### config.mk
export PLATFORM = sky130hd
export DESIGN_NAME = mem_access_unit
export DESIGN_NICKNAME = d
export VERILOG_FILES = /design/src/rtl/mem_pkg.sv /design/src/rtl/mem_align.sv /design/src/rtl/mem_access_unit.sv
export SDC_FILE = /design/constraint.sdc
export NUM_CORES = 1
export LEC_CHECK = 0
export BUFFER_PORTS_ARGS = -buffer_cell sky130_fd_sc_hd__buf_2
export CORE_AREA = 2 2 186 188
export CTS_CLUSTER_SIZE = 20
export DETAILED_ROUTE_END_ITERATION = 8
export DIE_AREA = 0 0 188 190
export PLACE_DENSITY_LB_ADDON = 0.1
export SETUP_SLACK_MARGIN = 0.5
export SLEW_MARGIN = 25
export SYNTH_ARGS = -nofsm -noshare
export SYNTH_HDL_FRONTEND = slang
export SYNTH_HIERARCHICAL = 1
export SYNTH_SLANG_ARGS = --single-unit
### constraint.sdc
create_clock -name clk -period 3.8 [get_ports clk]
set_clock_uncertainty 0.05 [all_clocks]
set_input_delay 0.38 -clock clk [delete_from_list [all_inputs] [get_ports clk]]
set_output_delay 0.38 -clock clk [all_outputs]
set_load 0.03 [all_outputs]
### src/rtl/mem_pkg.sv
// Shared definitions for the memory-stage access unit: datapath width,
// funct3 size/sign encodings, FSM states and the writeback bundle.
package mem_pkg;

    localparam int XLEN = 64;

    localparam logic [2:0] F3_B  = 3'b000;
    localparam logic [2:0] F3_H  = 3'b001;
    localparam logic [2:0] F3_W  = 3'b010;
    localparam logic [2:0] F3_D  = 3'b011;
    localparam logic [2:0] F3_BU = 3'b100;
    localparam logic [2:0] F3_HU = 3'b101;
    localparam logic [2:0] F3_WU = 3'b110;

    typedef enum logic [1:0] {
        IDLE,
        REQ,
        WAIT_RESP,
        DONE
    } mem_state_t;

    typedef struct packed {
        logic            valid;
        logic            reg_write;
        logic            mem_to_reg;
        logic [4:0]      rd;
        logic [XLEN-1:0] alu_result;
        logic [XLEN-1:0] load_data;
    } wb_bundle_t;

endpackage

### src/rtl/mem_align.sv
// Combinational lane logic: store byte enables and replication, load
// extraction with sign/zero extension, and the misalignment check.
module mem_align
    import mem_pkg::*;
(
    input  logic [2:0]        lane,
    input  logic [2:0]        funct3,
    input  logic [XLEN-1:0]   store_data,
    input  logic [XLEN-1:0]   load_beat,
    output logic [XLEN/8-1:0] wstrb,
    output logic [XLEN-1:0]   wdata,
    output logic [XLEN-1:0]   load_value,
    output logic              misaligned
);

    logic [XLEN-1:0] shifted;
    logic [XLEN-1:0] wdata_b;
    logic [XLEN-1:0] wdata_h;
    logic [XLEN-1:0] wdata_w;

    assign shifted = load_beat >> {lane, 3'b000};

    // Each byte lane picks the store byte that lands there once replicated.
    generate
        for (genvar gi = 0; gi < XLEN/8; gi++) begin : g_lane
            assign wdata_b[gi*8 +: 8] = store_data[7:0];
            assign wdata_h[gi*8 +: 8] = store_data[(gi%2)*8 +: 8];
            assign wdata_w[gi*8 +: 8] = store_data[(gi%4)*8 +: 8];
        end
    endgenerate

    always_comb begin
        wstrb = '0;
        wdata = store_data;
        case (funct3[1:0])
            2'b00: begin wstrb = 8'h01 << lane; wdata = wdata_b; end
            2'b01: begin wstrb = 8'h03 << lane; wdata = wdata_h; end
            2'b10: begin wstrb = 8'h0F << lane; wdata = wdata_w; end
            default: begin wstrb = 8'hFF; wdata = store_data; end
        endcase
    end

    always_comb begin
        load_value = '0;
        misaligned = 1'b0;
        case (funct3)
            F3_B:  load_value = {{(XLEN-8){shifted[7]}}, shifted[7:0]};
            F3_BU: load_value = {{(XLEN-8){1'b0}}, shifted[7:0]};
            F3_H: begin
                load_value = {{(XLEN-16){shifted[15]}}, shifted[15:0]};
                misaligned = lane[0];
            end
            F3_HU: begin
                load_value = {{(XLEN-16){1'b0}}, shifted[15:0]};
                misaligned = lane[0];
            end
            F3_W: begin
                load_value = {{(XLEN-32){shifted[31]}}, shifted[31:0]};
                misaligned = (lane[1:0] != 2'b00);
            end
            F3_WU: begin
                load_value = {{(XLEN-32){1'b0}}, shifted[31:0]};
                misaligned = (lane[1:0] != 2'b00);
            end
            F3_D: begin
                load_value = load_beat;
                misaligned = (lane != 3'b000);
            end
            default: misaligned = 1'b1;
        endcase
    end

endmodule

### src/rtl/mem_access_unit.sv
// Memory-stage controller: issues one handshaked data-memory transaction per
// load/store, stalls upstream meanwhile, and builds the MEM/WB bundle.
module mem_access_unit
    import mem_pkg::*;
(
    input  logic              clk,
    input  logic              reset,
    input  logic              ex_valid,
    input  logic              ex_mem_read,
    input  logic              ex_mem_write,
    input  logic [2:0]        ex_funct3,
    input  logic [XLEN-1:0]   ex_addr,
    input  logic [XLEN-1:0]   ex_store_data,
    input  logic [4:0]        ex_rd,
    input  logic              ex_reg_write,
    input  logic              ex_mem_to_reg,
    output logic              dmem_req_valid,
    input  logic              dmem_req_ready,
    output logic              dmem_req_we,
    output logic [XLEN-1:0]   dmem_req_addr,
    output logic [XLEN-1:0]   dmem_req_wdata,
    output logic [XLEN/8-1:0] dmem_req_wstrb,
    input  logic              dmem_resp_valid,
    input  logic [XLEN-1:0]   dmem_resp_rdata,
    output logic              stall_out,
    output logic              wb_valid,
    output logic              wb_reg_write,
    output logic              wb_mem_to_reg,
    output logic [4:0]        wb_rd,
    output logic [XLEN-1:0]   wb_alu_result,
    output logic [XLEN-1:0]   wb_load_data,
    output logic              misalign_fault
);

    mem_state_t      state_reg, state_next;
    logic [XLEN-1:0] load_reg;
    logic [XLEN-1:0] load_value;
    logic            misaligned;
    logic            mem_op;
    wb_bundle_t      wb;

    assign mem_op = ex_valid && (ex_mem_read || ex_mem_write);

    mem_align u_align (
        .lane       (ex_addr[2:0]),
        .funct3     (ex_funct3),
        .store_data (ex_store_data),
        .load_beat  (dmem_resp_rdata),
        .wstrb      (dmem_req_wstrb),
        .wdata      (dmem_req_wdata),
        .load_value (load_value),
        .misaligned (misaligned)
    );

    // EX inputs are frozen by the stall, so request fields come straight from them.
    assign dmem_req_we   = ex_mem_write;
    assign dmem_req_addr = {ex_addr[XLEN-1:3], 3'b000};

    always_ff @(posedge clk) begin
        if (reset) begin
            state_reg <= IDLE;
            load_reg  <= '0;
        end else begin
            state_reg <= state_next;
            if (state_reg == WAIT_RESP && dmem_resp_valid)
                load_reg <= load_value;
        end
    end

    always_comb begin
        state_next = state_reg;
        case (state_reg)
            IDLE: begin
                if (mem_op && !misaligned) begin
                    if (dmem_req_ready)
                        state_next = ex_mem_write ? DONE : WAIT_RESP;
                    else
                        state_next = REQ;
                end
            end
            REQ: begin
                if (dmem_req_ready)
                    state_next = ex_mem_write ? DONE : WAIT_RESP;
            end
            WAIT_RESP: begin
                if (dmem_resp_valid)
                    state_next = DONE;
            end
            default: state_next = IDLE;
        endcase
    end

    always_comb begin
        dmem_req_valid = 1'b0;
        stall_out      = 1'b0;
        misalign_fault = 1'b0;
        wb.valid       = 1'b0;
        wb.reg_write   = ex_reg_write;
        wb.mem_to_reg  = ex_mem_to_reg;
        wb.rd          = ex_rd;
        wb.alu_result  = ex_addr;
        wb.load_data   = '0;
        case (state_reg)
            IDLE: begin
                if (!mem_op) begin
                    wb.valid = ex_valid;
                end else if (misaligned) begin
                    misalign_fault = 1'b1;
                    wb.valid       = 1'b1;
                    wb.reg_write   = 1'b0;
                end else begin
                    dmem_req_valid = 1'b1;
                    stall_out      = 1'b1;
                end
            end
            REQ: begin
                dmem_req_valid = 1'b1;
                stall_out      = 1'b1;
            end
            WAIT_RESP: stall_out = 1'b1;
            default: begin
                wb.valid     = 1'b1;
                wb.load_data = ex_mem_read ? load_reg : '0;
            end
        endcase
    end

    assign wb_valid      = wb.valid;
    assign wb_reg_write  = wb.reg_write;
    assign wb_mem_to_reg = wb.mem_to_reg;
    assign wb_rd         = wb.rd;
    assign wb_alu_result = wb.alu_result;
    assign wb_load_data  = wb.load_data;

endmodule

==> summary.md <==
| Metric | Value |
|---|---|
| Worst Setup Path Type | `in2out` |
| Share of layout cells above drive strength 1 | `31.1%` |
| Footprint of the multi-input gates | `4500 um2` |
| Async set-reset flop share out of synthesis | `0%` |
| Vias in the first global route | `7989` |
| Rows | `68` |
| Sw frac | `40.2%` |
| Post-route ant nets | `0` |
| Final Hold Fails | `0` |
| Worst EP arrival | `2.69 ns` |
| CTS tree | `built` |
| All-layer global routing usage | `20.5%` |
| Layout Cells excl Fill | `1608` |
| Via count | `7931` |
| Register area | `1320 um2` |
| Routed wl met2 | `19300 um` |
| H-tree depth | `3` |
| Final setup viols | `0` |
| Cts hold-fix bufs | `0` |
| Minimum clock period | `3.12 ns` |
| RSZ-0062 raised after global routing | `false` |
| Synth Cell Area | `7410 um2` |
| Violation count after the first detailed-routing iteration | `444` |
| Final instance area | `8440 um2` |
| Critical Path End Type | `primary output` |
| Clock insertion delay at the later pin of the skew report | `0.34 ns` |
| GRT overflow | `0` |
| IO Count | `485` |
| Max layer used | `met4` |
| Placed cells | `1587` |
| CP cell instances | `buf_2 > inv_1 > ha_1 > or2_2 > nor2_1 > a21oi_1 > buf_4 > o21a_1 > nand2_1 > o21ai_0 > buf_2` |
| Die X | `188 um` |
| M1 WL | `15200 um` |
| Starting Density | `21.8%` |
| WL met3 | `2910 um` |
| Pwr dens | `313 nW/um2` |
| Via density | `4.93` |
| Synth Register Bits | `66` |
| Hold Crit Class | `in2reg` |
| Clock root cell | `clkbuf_16` |
| Synthesis-to-finish area growth | `13.9%` |
| Relative slew slack | `38.7%` |
| Die area | `35700 um2` |
| Logic gate share of total power | `40.2%` |
| Core Footprint | `33900 um2` |
| Clk sinks | `66` |
| Max IR drop VDD | `0.000202 V` |
| Placed cell areas | `8130 um2` |
| Worst slew pin tran | `0.917 ns` |
| Setup crit start kind | `input pin` |
| Leakage power | `4.01 nW` |
| Clock-pin transition on the worst setup and hold timing paths | `0.05 ns` |
| FILL cells | `3947` |
| Setup_tns | `0 ns` |
| Routed len/inst | `23.7 um` |
| Cells after Synth | `1063` |
| Max reg flops | `64` |
| Main flop type after synthesis | `dfxtp_1` |
| Sequential area share after synthesis | `17.8%` |
| Hold WS | `0.368 ns` |
| HPWL Detailed | `29700 um` |
| DRC viols | `0` |
| Antenna violations before repair | `6` |
| CP max stage cell | `ha_1` |
| Tcrit/Tclk final | `82.1%` |
| Crit path top cell by count | `buf_2` |
| Clock Power Share | `31.0%` |
| Sw power | `0.00106 W` |
| Post-Route WL | `38100 um` |
| Number of port buffers | `286` |
| P_int | `0.00158 W` |
| Slew Limit Fails | `0` |
| Die Y | `190 um` |
| Yosys warning total | `6` |
| Drt first pass iters | `4` |
| CTS max path bufs | `2` |
| Fmax | `321 MHz` |
| Post-synth EDFFs | `0` |
| Nets | `1362` |
| Final Total Pwr | `0.00264 W` |
| Mean Syn Cell Area | `6.97 um2` |
| Max Cap Violations | `0` |
| Crit path max fanout | `13` |
| Sequential share of power | `28.8%` |
| Cts bufs inserted | `9` |
| GP Congestion | `0.837` |
| Largest net degree at the start of global routing | `68` |
| Req. time, crit path | `3.37 ns` |
| Status | `finished clean` |
| First-pass GRT wire length | `54300 um` |
| Worst stage delay on the critical path | `0.53 ns` |
| Synth unique cells | `53` |
final timing paths:
check	startpoint	end	slack, ns	depth (start not counted)
max	ex_funct3[0]	wb_valid	0.68	11
min	dmem_resp_rdata[0]	load_reg[0]$_SDFFE_PP0P_	0.37	5
max reg2reg	state_reg[0]$_SDFFE_PP0P_	load_reg[6]$_SDFFE_PP0P_	1.51	6
min reg2reg	load_reg[4]$_SDFFE_PP0P_	load_reg[4]$_SDFFE_PP0P_	0.40	2
cells by family (layout without fill, tap and decap cells):
logic type               count (synthesis)  after routing  share of synthesized area [%]
AO/OA/AOI/OAI                          289            289                           25.6
adder cells (fa/ha/maj)                 10             10                           1.69
buffers and inverters                  271            352                           22.0
flip-flops                              66             66                           17.8
multiplexers                            65             65                           10.3
other                                    1             10                         0.0506
AND/OR/NAND/NOR                        361            361                           22.4
placed cells by master, fill, tap and decap left out, types with 6 or more instances in the layout:
| master | instances |
|---|---|
| buf_2 | 285 |
| nand2b_1 | 6 |
| o21ai_0 | 39 |
| nor2_1 | 24 |
| a22o_1 | 11 |
| inv_1 | 24 |
| o22ai_1 | 12 |
| a21oi_1 | 95 |
| ha_1 | 8 |
| a21o_1 | 6 |
| nand3_1 | 13 |
| dfxtp_1 | 66 |
| nand2_1 | 206 |
| buf_4 | 24 |
| a221oi_1 | 9 |
| o211ai_1 | 36 |
| a21boi_0 | 8 |
| mux4_2 | 8 |
| a221o_1 | 9 |
| a211oi_1 | 38 |
| nor3_1 | 11 |
| clkbuf_16 | 9 |
| and3_1 | 73 |
| diode_2 | 7 |
| mux2i_1 | 48 |
| mux2_2 | 9 |
power groups by stage:
stage          sequential [W]  combinational (W)  clock [W]
2_1_floorplan        0.000764           0.000936          0
3_3_place_gp         0.000776            0.00107          0
3_5_place_dp         0.000776            0.00107          0
4_1_cts              0.000761            0.00107   0.000852
5_1_grt              0.000767            0.00114   0.000882
6_report             0.000762            0.00106   0.000818
stage by stage:
stage          util, %  worst slack [ns]
2_1_floorplan        -              1.15
3_3_place_gp      23.9             0.580
3_5_place_dp      23.9             0.568
4_1_cts           24.8             0.552
5_1_grt           24.8             0.535
6_report          24.8             0.682
cells in the mapped netlist (all sizes together) (4+ instances only):
library cell,number,area share [%]
a22o,11,1.3
or2,5,0.42
nor2,24,1.2
nand3,13,0.88
nor2b,5,0.42
inv,26,1.3
a21o,6,0.61
o22ai,12,1.0
o2bb2ai,4,0.47
a221oi,9,1.1
mux2,9,1.4
nand2b,6,0.51
nor3,12,0.81
mux4,8,2.4
dfxtp,66,18
buf,174,17
a222oi,4,0.54
ha,10,1.7
mux2i,48,6.5
clkbuf,71,3.6
o211ai,37,3.8
a221o,9,1.2
and3,73,6.2
a21oi,95,6.4
a21boi,8,0.81
o21ai,41,2.8
a211oi,38,3.9
nand2,207,10
worst max-delay path: cells and delay by family:
| family | cells | cell delay, ns |
|---|---|---|
| buffers and inverters | 4 | 0.64 |
| AND/OR/NAND/NOR | 3 | 0.59 |
| AO/OA/AOI/OAI | 3 | 0.54 |
| adder cells (fa/ha/maj) | 1 | 0.53 |
area by class of cell:
type	instances	area share, %
multi-input combinational	728	53.3
timing repair buffer	312	19.7
sequential	66	15.7
tap	455	6.75
clock buffer	10	2.71
inverter	26	1.16
clock inverter	4	0.534
antenna	7	0.208
what timing repair did:
item / CTS / global route
gates resized for setup: 0 / 1
endpoints found under the hold margin: 0 / 0
buffers inserted: 0 / 0
setup endpoints to repair: 0 / 3
metal layers:
layer | up-vias | track usage [%]
met5 | - | 0
met4 | 0 | 6.27
met3 | 49 | 6.18
met2 | 353 | 36.6
met1 | 3756 | 23.4
li1 | 3773 | -
No activity file was read; power rests on OpenSTA's default activity.
